--- src/rtl/creek_run_ctrl_pkg.sv ---
// Shared constants for the creek run controller: FSM state codes, CSR offsets, STATUS bit positions.
package creek_run_ctrl_pkg;

  typedef logic [1:0] run_state_t;

  localparam logic [1:0] ST_RUN    = 2'd0;
  localparam logic [1:0] ST_DRAIN  = 2'd1;
  localparam logic [1:0] ST_PAUSED = 2'd2;
  localparam logic [1:0] ST_RESUME = 2'd3;

  localparam logic [1:0] CSR_CTRL   = 2'd0;
  localparam logic [1:0] CSR_STATUS = 2'd1;
  localparam logic [1:0] CSR_WRCNT  = 2'd2;
  localparam logic [1:0] CSR_CSUM   = 2'd3;

  localparam int STS_RUN      = 0;
  localparam int STS_PAUSED   = 1;
  localparam int STS_WAITING  = 2;
  localparam int STS_ERR_DROP = 3;
  localparam int STS_ERR_TMO  = 4;

  function automatic logic [15:0] sat_inc16(input logic [15:0] v);
    return (v == 16'hFFFF) ? v : v + 16'd1;
  endfunction

endpackage

--- src/rtl/creek_run_fsm.sv ---
// Run/halt sequencer for the creek core with a DRAIN timeout counter.
// state | meaning: RUN core running | DRAIN halt requested, awaiting waiting | PAUSED core halted | RESUME released, awaiting waiting=0
module creek_run_fsm
  import creek_run_ctrl_pkg::*;
#(
  parameter int TIMEOUT = 1023
) (
  input  logic       clk,
  input  logic       reset_n,
  input  logic       run,
  input  logic       waiting,
  output run_state_t state,
  output logic       pause_n,
  output logic       tmo
);

  localparam int CNT_W = (TIMEOUT < 1) ? 1 : $clog2(TIMEOUT + 1);
  localparam logic [CNT_W-1:0] CNT_LAST = CNT_W'(TIMEOUT - 1);

  run_state_t       state_q, state_d;
  logic [CNT_W-1:0] cnt_q, cnt_d;
  logic             pause_n_q, pause_n_d;

  always_comb begin
    state_d = state_q;
    cnt_d   = cnt_q;
    tmo     = 1'b0;
    case (state_q)
      ST_RUN: begin
        if (!run) begin
          state_d = ST_DRAIN;
          cnt_d   = '0;
        end
      end
      ST_DRAIN: begin
        cnt_d = cnt_q + 1'b1;
        // A halt confirmation in the last allowed cycle still wins over the timeout.
        if (waiting) begin
          state_d = ST_PAUSED;
        end else if (cnt_q == CNT_LAST) begin
          tmo     = 1'b1;
          state_d = ST_RUN;
        end
      end
      ST_PAUSED: begin
        if (run) state_d = ST_RESUME;
      end
      ST_RESUME: begin
        if (!waiting) state_d = ST_RUN;
      end
      default: begin
        state_d = ST_DRAIN;
        cnt_d   = '0;
      end
    endcase
    pause_n_d = (state_d == ST_RUN) || (state_d == ST_RESUME);
  end

  always_ff @(posedge clk) begin
    if (!reset_n) begin
      state_q   <= ST_DRAIN;
      cnt_q     <= '0;
      pause_n_q <= 1'b0;
    end else begin
      state_q   <= state_d;
      cnt_q     <= cnt_d;
      pause_n_q <= pause_n_d;
    end
  end

  assign state   = state_q;
  assign pause_n = pause_n_q;

endmodule

--- src/rtl/creek_run_ctrl.sv ---
// HPS-facing Avalon-MM controller: CSRs, halted-only instr_mem write gating, write counters.
// Optional CSUM accumulator enabled by defining CREEK_RUN_CTRL_CSUM_EN.
module creek_run_ctrl
  import creek_run_ctrl_pkg::*;
#(
  parameter int IADDR_W = 10,
  parameter int IDATA_W = 16,
  parameter int TIMEOUT = 1023
) (
  input  logic               clk,
  input  logic               reset_n,
  input  logic [IADDR_W:0]   avs_address,
  input  logic               avs_write,
  input  logic [31:0]        avs_writedata,
  input  logic               avs_read,
  output logic [31:0]        avs_readdata,
  output logic               avs_waitrequest,
  output logic [IADDR_W-1:0] instr_writeaddr,
  output logic [IDATA_W-1:0] instr_writedata,
  output logic               instr_write,
  output logic               pause_n,
  input  logic               waiting
);

  run_state_t state;
  logic       tmo;

  logic               run_q, run_d;
  logic               err_drop_q, err_drop_d;
  logic               err_tmo_q, err_tmo_d;
  logic [15:0]        wrcount_q, wrcount_d;
  logic [31:0]        readdata_q, readdata_d;
  logic               instr_write_q, instr_write_d;
  logic [IADDR_W-1:0] iaddr_q, iaddr_d;
  logic [IDATA_W-1:0] idata_q, idata_d;

  logic        csr_sel, mem_wr, ctrl_wr, clr, stall, accept, drop;
  logic [1:0]  csr_off;
  logic [31:0] status, csum_rd;
  logic        unused_wdata;

  creek_run_fsm #(.TIMEOUT(TIMEOUT)) u_fsm (
    .clk     (clk),
    .reset_n (reset_n),
    .run     (run_d),
    .waiting (waiting),
    .state   (state),
    .pause_n (pause_n),
    .tmo     (tmo)
  );

  assign csr_sel      = avs_address[IADDR_W];
  assign csr_off      = avs_address[1:0];
  assign unused_wdata = ^avs_writedata;

  always_comb begin
    mem_wr  = avs_write & ~csr_sel;
    ctrl_wr = avs_write & csr_sel & (csr_off == CSR_CTRL);
    clr     = ctrl_wr & avs_writedata[1];
    stall   = mem_wr & (state == ST_DRAIN) & ~tmo;
    accept  = mem_wr & (state == ST_PAUSED);
    drop    = mem_wr & ~stall & ~accept;

    run_d      = ctrl_wr ? avs_writedata[0] : run_q;
    err_drop_d = (err_drop_q & ~clr) | drop;
    err_tmo_d  = (err_tmo_q & ~clr) | tmo;
    wrcount_d  = clr ? 16'd0 : (accept ? sat_inc16(wrcount_q) : wrcount_q);

    instr_write_d = accept;
    iaddr_d       = accept ? avs_address[IADDR_W-1:0] : iaddr_q;
    idata_d       = accept ? avs_writedata[IDATA_W-1:0] : idata_q;

    status = 32'd0;
    status[STS_RUN]      = (state == ST_RUN);
    status[STS_PAUSED]   = (state == ST_PAUSED);
    status[STS_WAITING]  = waiting;
    status[STS_ERR_DROP] = err_drop_q;
    status[STS_ERR_TMO]  = err_tmo_q;

    readdata_d = 32'd0;
    if (avs_read && csr_sel) begin
      case (csr_off)
        CSR_CTRL:   readdata_d = {31'd0, run_q};
        CSR_STATUS: readdata_d = status;
        CSR_WRCNT:  readdata_d = {16'd0, wrcount_q};
        default:    readdata_d = csum_rd;
      endcase
    end
  end

`ifdef CREEK_RUN_CTRL_CSUM_EN
  logic [15:0] csum_q, csum_d;

  always_comb begin
    csum_d = csum_q;
    if (clr) csum_d = 16'd0;
    else if (accept) csum_d = csum_q + 16'(avs_writedata[IDATA_W-1:0]);
  end

  always_ff @(posedge clk) begin
    if (!reset_n) csum_q <= 16'd0;
    else          csum_q <= csum_d;
  end

  assign csum_rd = {16'd0, csum_q};
`else
  assign csum_rd = 32'd0;
`endif

  always_ff @(posedge clk) begin
    if (!reset_n) begin
      run_q         <= 1'b0;
      err_drop_q    <= 1'b0;
      err_tmo_q     <= 1'b0;
      wrcount_q     <= 16'd0;
      readdata_q    <= 32'd0;
      instr_write_q <= 1'b0;
      iaddr_q       <= '0;
      idata_q       <= '0;
    end else begin
      run_q         <= run_d;
      err_drop_q    <= err_drop_d;
      err_tmo_q     <= err_tmo_d;
      wrcount_q     <= wrcount_d;
      readdata_q    <= readdata_d;
      instr_write_q <= instr_write_d;
      iaddr_q       <= iaddr_d;
      idata_q       <= idata_d;
    end
  end

  // Gating with reset_n kills a pulse already launched when reset lands in its cycle.
  assign instr_write     = instr_write_q & reset_n;
  assign instr_writeaddr = iaddr_q;
  assign instr_writedata = idata_q;
  assign avs_readdata    = readdata_q;
  assign avs_waitrequest = stall & reset_n;

endmodule
--- config.mk ---
export PLATFORM = sky130hd
export DESIGN_NAME = creek_run_ctrl
export DESIGN_NICKNAME = d
export VERILOG_FILES = /design/src/rtl/creek_run_ctrl_pkg.sv /design/src/rtl/creek_run_fsm.sv /design/src/rtl/creek_run_ctrl.sv
export SDC_FILE = /design/constraint.sdc
export NUM_CORES = 1
export LEC_CHECK = 0
export BUFFER_PORTS_ARGS = -buffer_cell sky130_fd_sc_hd__buf_4
export CORE_MARGIN = 10
export CORE_UTILIZATION = 50
export DETAILED_ROUTE_END_ITERATION = 16
export PLACE_DENSITY = 0.88
export SLEW_MARGIN = 5
export SYNTH_ARGS = -nofsm -noshare
export SYNTH_HDL_FRONTEND = slang
export SYNTH_HIERARCHICAL = 1
export SYNTH_SLANG_ARGS = --single-unit
--- constraint.sdc ---
create_clock -name clk -period 2.5 [get_ports clk]
set_input_delay 0.125 -clock clk [delete_from_list [all_inputs] [get_ports clk]]
set_output_delay 0.125 -clock clk [all_outputs]
set_load 0.02 [all_outputs]
==> results of run 1 <==
[through the flow]
step | worst slack, ns | total power (W) | hold slack (ns) | cells
3_5_place_dp | 0.5045 | 0.001444 | 0.3829 | 511
5_1_grt | 0.06364 | 0.002521 | 0.006756 | 527
6_report | 0.2064 | 0.002432 | 0.01145 | 527
3_3_place_gp | 0.5823 | 0.001437 | 0.3729 | 511
4_1_cts | 0.1920 | 0.002448 | 0.0009604 | 527
2_1_floorplan | 0.7244 | 0.001395 | 0.2467 | 388
[where the power goes]
group / internal [W] / switching, W
clock: 0.000564 / 0.000450
sequential: 0.00121 / 0.0000212
combinational: 0.0000754 / 0.000112
total: 0.00185 / 0.000584
[layout make-up]
class,instances,area share
timing repair buffer,80,0.1512
clock inverter,6,0.02236
multi-input combinational,270,0.3836
tap,77,0.02425
inverter,9,0.008504
sequential,75,0.3780
clock buffer,10,0.03213
[flip-flops by register name (all words and copies together) (netlist names)]
name	cells
err_drop_q	1
run_q	1
u_fsm/state	2
avs_readdata	16
wrcount_q	16
u_fsm/pause_n	1
instr_writeaddr	10
err_tmo_q	1
instr_write_q	1
instr_writedata	16
u_fsm/cnt_q	10
[tightest hold or removal path, cell delays in order]
cell and delay (ns):
buf_4 0.11, nand2_1 0.04, a21oi_1 0.05
[cell families (layout without fill, tap and decap cells)]
logic type / Yosys count / after routing
AND/OR/NAND/NOR: 157 / 157
other: 1 / 16
multiplexers: 5 / 5
adder cells (fa/ha/maj): 3 / 3
buffers and inverters: 43 / 105
flip-flops: 75 / 75
AO/OA/AOI/OAI: 87 / 87
XOR/XNOR: 2 / 2
[final timing paths]
path	start	end	slack, ns	depth (start not counted)
hold / removal	avs_writedata[14]	instr_writedata[14]	0.01	3
setup / recovery	u_fsm/state[1]	avs_waitrequest	0.21	5
setup reg to reg	u_fsm/state[1]	wrcount_q[13]	0.54	4
hold reg to reg	instr_writedata[0]	instr_writedata[0]	0.46	2
[routing by layer]
metal	vias up	part of all wire	GRT usage
met4	0	0.016	0.06739
met5	-	0	0
li1	1445	-	-
met3	12	0.096	0.05151
met1	1362	0.41	0.1822
met2	118	0.48	0.2428
[placed cells by master (no fill, tap or decap), types with 3 or more instances in the layout]
master,instances
buf_4,80
dfxtp_1,75
nand2_1,60
a21oi_1,43
nor2_1,18
conb_1,16
and2_1,14
o21ai_0,12
nand4_1,11
nand3_1,9
clkbuf_8,9
or3_1,8
inv_1,7
o31ai_1,5
and4_1,5
nor4_1,4
and3_1,4
or4_1,4
nor2b_1,4
a22oi_1,4
mux2i_1,4
nand3b_1,3
o2111ai_1,3
a31oi_1,3
nor3_1,3
ha_1,3
a311oi_1,3
==> results.txt, run 1 <==
Via Count = 2937
f_max = 436.0 MHz
Layout Utilization = 0.6328
highest-delay cell along the critical path = dfxtp_1
Cell Pwr Density = 612.3 mW/mm2
slew at the pin with the worst max-slew slack = 0.6190 ns
crit-path max FO = 18
kind of critical path = reg -> out
Initial Util = 0.5117
GRT Resource Usage Total = 0.1525
mux share of post-synthesis cell area = 0.01597
antenna-violating nets left = 0
Commonest cells post-synth = 75 x dfxtp_1, 60 x nand2_1, 43 x a21oi_1
first-pass GRT wire length = 12.72 mm
full die area = 0.01003 mm2
worst-path cell chain = and2b_1 > and3b_1 > or3_1 > nor2_1 > buf_4
Fill cells = 521
WP data arrival = 2.17 ns
Syn Std Cell Area = 0.003212 mm2
CP top delay family = simple AND/OR/NAND/NOR gates
drt drc = 0
largest net degree at the start of global routing = 30
dpl hpwl = 5.865 mm
sequential fraction of the synthesis area = 0.4675
xor and xnor area share after synthesis = 0.005454
Pleak = 1.558 nW
Cells after Synth = 373
clk sink count = 75
initial antenna violation count = 0
CTS tree = yes
worst hold path class = in -> reg
Clock Latency Late Sink = 0.35 ns
Post-CTS Setup Bufs = 0
Port Buffers = 76
CP Launch Type = register
Die Ht = 100.1 um
Worst path max stage delay = 0.51 ns
adder-cell area share of the yosys netlist = 0.01169
clk_skew = 0.007699 ns
Post-DP Area = 0.003756 mm2
Slew HR = 0.5828
largest family of logic cells by synthesized area = simple AND/OR/NAND/NOR gates
Worst EP required = 2.38 ns
area of the multi-input gates = 0.001524 mm2
count leader, synth = dfxtp_1
Syn Area/Cell = 8.611 um2
Finish-stage setup viols = 0
Critical Path Sink Type = primary output
Final Critical Period = 2.294 ns
clk slew on worst S/H paths = 0.08 ns
DRT Wirelength = 8.089 mm
ant diodes = 0
H-Tree Depth = 3
initial DRC count = 159
clock tree buffer depth = 2
post-synthesis compound-gate area fraction = 0.1679
outcome = finished clean
period utilisation layout = 0.9174
Die X = 100.1 um
ys flop type = dfxtp_1
vias in the first global route = 2640
IO Count = 109
most area-consuming cells after synthesis = dfxtp_1 47%, nand2_1 7.0%, a21oi_1 6.7%, buf_4 3.7%, and2_1 2.7%
Initial DRT Pass Iterations = 4
Yosys top cell by area = dfxtp_1
maxcap violations = 0
Overflow after GRT = 0
final hold violations = 0
Pins Over Slew Limit = 0
YS warnings = 6
Worst Path Buf+Inv = 1
Simple-Gate Fraction of Synth Area = 0.2548
Peak VDD IR = 0.3772 mV
Rows = 29
Placer Congestion = 0.8285
Area Overhead vs Synth = 23.69%
distinct cell type count after synthesis = 54
Layout Nets = 496
CTS root buf = clkbuf_8
RSZ-0062 raised after global routing = no
Num CTS Buffers = 9
Sequential cell area = 0.001501 mm2
#FFs+latches synth = 75
share of the synthesized area in the top cell type = 0.4675
EDFF count, synth = 0
Post-CTS Hold Buffers = 0
Avg WL per Cell = 15.35 um
post_cts resized = 0
share of layout cells above drive strength 1 = 0.2200
Core ar. = 0.006277 mm2
Async SR Flop Fraction = 0
DR vias/cell = 5.573
post-route cell area = 0.003973 mm2
setup_tns = 0 ns
Note: power is estimated with default switching activity, not from simulation.
==> run 2, diff against run 1 <==
- PLACE_DENSITY: 0.88 -> 0.91
==> results.txt, run 2 (synthesis gave the netlist of run 1 again) <==
Post-CTS Hold Buffers = 0
RR Endpoint = wrcount_q[11]
Worst Hold Path Cells = 3
most common cell after layout, fill and taps aside = buf_4
Worst EP required = 2.38 ns
area of the multi-input gates = 0.001524 mm2
Overflow after GRT = 0
WP data arrival = 2.16 ns
Cell Pwr Density = 569.3 mW/mm2
post-route cell area = 0.003934 mm2
initial DRC count = 138
share of layout cells above drive strength 1 = 0.2205
most frequent cells in the layout = 80 x buf_4, 75 x dfxtp_1, 60 x nand2_1, 43 x a21oi_1, 18 x nor2_1
Num CTS Buffers = 9
full die area = 0.01003 mm2
GRT Resource Usage Total = 0.1503
f_max = 437.6 MHz
Sequential cell area = 0.001501 mm2
Worst path max stage delay = 0.51 ns
final hold violations = 0
DR vias/cell = 5.527
antenna-violating nets left = 0
Worst Hold Path EP = instr_writedata[6]
Die Ht = 100.1 um
CP Launch Type = register
Layout Nets = 496
Area Overhead vs Synth = 22.48%
Avg WL per Cell = 14.73 um
CP top delay family = simple AND/OR/NAND/NOR gates
Clock Latency Late Sink = 0.35 ns
Via Count = 2907
CTS root buf = clkbuf_8
worst hold path class = in -> reg
Initial Util = 0.5117
Reg-to-Reg Start = u_fsm/state[1]
kind of critical path = reg -> out
maxcap violations = 0
clk sink count = 75
Finish-stage setup viols = 0
Port Buffers = 76
Post-CTS Setup Bufs = 0
largest net degree at the start of global routing = 30
Post-DP Area = 0.003756 mm2
Final Critical Period = 2.285 ns
Worst Path Buf+Inv = 1
Initial DRT Pass Iterations = 4
DRT Wirelength = 7.746 mm
Critical Path Sink Type = primary output
RSZ-0062 raised after global routing = no
period utilisation layout = 0.9140
r2r setup slk = 0.56 ns
vias in the first global route = 2669
initial antenna violation count = 0
clk slew on worst S/H paths = 0.08 ns
Placer Congestion = 0.8800
IO Count = 109
Die X = 100.1 um
worst-path cell chain = and2b_1 > and3b_1 > or3_1 > nor2_1 > buf_4
post_cts resized = 0
first-pass GRT wire length = 12.59 mm
Rows = 29
dpl hpwl = 5.730 mm
Pleak = 1.546 nW
ant diodes = 0
clock tree buffer depth = 2
drt drc = 0
setup_tns = 0 ns
slew at the pin with the worst max-slew slack = 0.6283 ns
CTS tree = yes
Slew HR = 0.5766
Fill cells = 558
crit-path max FO = 18
highest-delay cell along the critical path = dfxtp_1
Pins Over Slew Limit = 0
Peak VDD IR = 0.3526 mV
clk_skew = 0.01001 ns
Core ar. = 0.006277 mm2
HP Start = avs_writedata[6]
r2r worst-path depth = 4
outcome = finished clean
H-Tree Depth = 3
run 2: changes by cell type in the layout (fill, tap and decap cells not counted):
| cell | before | now |
|---|---|---|
| clkinv_4 | 0 | 1 |
| inv_6 | 1 | 0 |
| clkbuf_1 | 1 | 0 |
| bufinv_16 | 2 | 0 |
| clkinvlp_4 | 2 | 1 |
| clkinv_2 | 1 | 2 |
| clkbuf_8 | 9 | 11 |
run 2: metal layers:
metal	track usage	wire length (um)
met1	0.1730	3196
met2	0.2443	3767
met3	0.06387	666
met4	0.05217	116
met5	0	0
run 2: layout make-up:
class	count	area share
Multi-Input combinational cell	270	0.3874
Clock inverter	4	0.006679
Timing Repair Buffer	80	0.1527
Inverter	9	0.008588
Clock buffer	11	0.03849
Tap cell	77	0.02449
Sequential cell	75	0.3817
run 2: report_power, final:
group | total, W | internal [W] | switching, W
registers | 0.00123 | 0.00121 | 0.0000212
clock network | 0.000823 | 0.000407 | 0.000416
logic | 0.000186 | 0.0000752 | 0.000111
run 2: worst register-to-register path, cell delays in order (launching register included):
cell and delay (ns):
dfxtp_1 0.51, nand4bb_1 0.16, or3_1 0.54, or4_1 0.52, a21oi_1 0.15
run 2: worst max-delay path by stage:
stage	depth (start not counted)	start	end
3_3_place_gp	6	avs_address[0]	u_fsm/cnt_q[8]
5_1_grt	5	u_fsm/state[1]	avs_waitrequest
6_report	5	u_fsm/state[1]	avs_waitrequest
2_1_floorplan	5	u_fsm/state[0]	wrcount_q[11]
4_1_cts	5	u_fsm/state[1]	avs_waitrequest
3_5_place_dp	6	avs_address[0]	u_fsm/cnt_q[8]
run 2: per-stage QoR:
step | instances | power [W] | hold WS (ns) | utilization | setup slack, ns
after floorplan | 388 | 0.001395 | 0.2467 | - | 0.7244
after global placement | 511 | 0.001437 | 0.3737 | 0.5984 | 0.5881
after detailed placement | 511 | 0.001443 | 0.3803 | 0.5984 | 0.5410
after CTS | 526 | 0.002263 | 0.006923 | 0.6267 | 0.2058
after global routing | 526 | 0.002337 | 0.01117 | 0.6267 | 0.05160
final | 526 | 0.002240 | 0.02221 | 0.6267 | 0.2149
==> run 3, diff against run 2 <==
- CTS_BUF_LIST: unset -> sky130_fd_sc_hd__clkbuf_16
- CTS_CLUSTER_SIZE: unset -> 28
- SLEW_MARGIN: 5 -> unset
==> results.txt, run 3 (synthesis gave the netlist of run 1 again) <==
antenna-violating nets left = 0
crit-path max FO = 18
Sw Ratio = 0.2325
CP Launch Type = register
Placer Congestion = 0.8800
most frequent cells in the layout = 80 x buf_4, 75 x dfxtp_1, 60 x nand2_1, 43 x a21oi_1, 18 x nor2_1
DRT Wirelength = 7.898 mm
maxcap violations = 0
net load switching power = 0.0005883 W
Num CTS Buffers = 9
CTS tree = yes
r2r worst-path depth = 4
drt drc = 0
period utilisation layout = 0.9018
Core ar. = 0.006277 mm2
worst hold path class = in -> reg
largest net degree at the start of global routing = 30
initial antenna violation count = 0
Worst Path Buf+Inv = 1
clock power share = 0.439
Overflow after GRT = 0
share of layout cells above drive strength 1 = 0.2160
full die area = 0.01003 mm2
Worst Hold Path EP = instr_writedata[14]
Clock Latency Late Sink = 0.33 ns
ant diodes = 0
Worst EP required = 2.38 ns
Port Buffers = 76
Avg WL per Cell = 15.02 um
HP Start = avs_writedata[14]
first-pass GRT wire length = 12.69 mm
Die Ht = 100.1 um
Pins Over Slew Limit = 0
r2r setup slk = 0.57 ns
Area Overhead vs Synth = 25.01%
Final Critical Period = 2.254 ns
outcome = finished clean
setup_tns = 0 ns
Initial Util = 0.5117
f_max = 443.6 MHz
Gate power share = 0.074
Die X = 100.1 um
kind of critical path = reg -> out
clk_skew = 0.005338 ns
Critical Path Sink Type = primary output
worst hold slack = 0.04562 ns
slew at the pin with the worst max-slew slack = 0.6310 ns
dpl hpwl = 5.730 mm
Via Count = 2925
CTS root buf = clkbuf_16
post_cts resized = 0
WP data arrival = 2.13 ns
Reg-to-Reg Start = u_fsm/state[1]
Worst path max stage delay = 0.50 ns
worst-path cell chain = and2b_1 > and3b_1 > or3_1 > nor2_1 > buf_4
Layout Nets = 496
H-Tree Depth = 3
RR Endpoint = wrcount_q[11]
DR vias/cell = 5.561
Seq pwr share = 0.487
most common cell after layout, fill and taps aside = buf_4
Peak VDD IR = 0.4627 mV
Worst Hold Path Cells = 3
clk sink count = 75
Cell Pwr Density = 630.2 mW/mm2
Post-CTS Hold Buffers = 0
final hold violations = 0
Slew HR = 0.5748
Initial DRT Pass Iterations = 4
Pleak = 1.581 nW
GRT Resource Usage Total = 0.1511
initial DRC count = 117
Internal = 0.001942 W
clock tree buffer depth = 2
clk slew on worst S/H paths = 0.06 ns
vias in the first global route = 2679
RSZ-0062 raised after global routing = no
CP top delay family = simple AND/OR/NAND/NOR gates
highest-delay cell along the critical path = dfxtp_1
Rows = 29
Post-CTS Setup Bufs = 0
IO Count = 109
Finish-stage setup viols = 0
-- run 3: changes by cell type in the layout (fill, tap and decap cells not counted) --
cell,previous run,this run
clkbuf_16,0,9
clkinv_1,1,3
clkbuf_8,11,0
-- run 3: final cells by class --
| class | instances | area, um2 |
|---|---|---|
| multi-input combinational | 270 | 1524 |
| tap | 77 | 96.34 |
| fill | 543 | 2262 |
| sequential | 75 | 1501 |
| clock inverter | 6 | 33.78 |
| timing repair buffer | 80 | 600.6 |
| inverter | 9 | 33.78 |
| clock buffer | 9 | 225.2 |
-- run 3: layer usage --
metal  global-route usage  up-vias  wire length, um
met1               0.1730     1365             3226
met2               0.2498       99             3879
met3              0.06319       11              698
li1                     -     1450                -
met5                    0        -                0
met4              0.04783        0               93
-- run 3: per-stage QoR --
stage	worst slack [ns]	cell area (um2)	total power [W]	util	cells
after floorplan	0.7244	3268	0.001395	-	388
after global placement	0.5881	3756	0.001437	0.5984	511
after global routing	0.07820	4015	0.002630	0.6396	526
final	0.2456	4015	0.002530	0.6396	526
after CTS	0.2169	4015	0.002558	0.6396	526
after detailed placement	0.5410	3756	0.001443	0.5984	511
-- run 3: worst max-delay path by stage --
stage | start | to | slack (ns) | cells past startpoint
3_5_place_dp | avs_address[0] | u_fsm/cnt_q[8] | 0.54 | 6
5_1_grt | u_fsm/state[1] | avs_waitrequest | 0.08 | 5
4_1_cts | u_fsm/state[1] | avs_waitrequest | 0.22 | 5
3_3_place_gp | avs_address[0] | u_fsm/cnt_q[8] | 0.59 | 6
2_1_floorplan | u_fsm/state[0] | wrcount_q[11] | 0.72 | 5
6_report | u_fsm/state[1] | avs_waitrequest | 0.25 | 5
-- run 3: power groups by stage --
stage	clock network, W	logic (W)	registers (W)
after floorplan	0	0.000136	0.00126
after global placement	0	0.000180	0.00126
after detailed placement	0	0.000184	0.00126
after CTS	0.00114	0.000186	0.00123
after global routing	0.00119	0.000205	0.00124
final	0.00111	0.000186	0.00123
-- run 3: worst min-delay path, delay by kind of cell --
family | cells | cell delay (ns)
buf+inv | 1 | 0.11
compound gates | 1 | 0.05
simple gates | 1 | 0.04
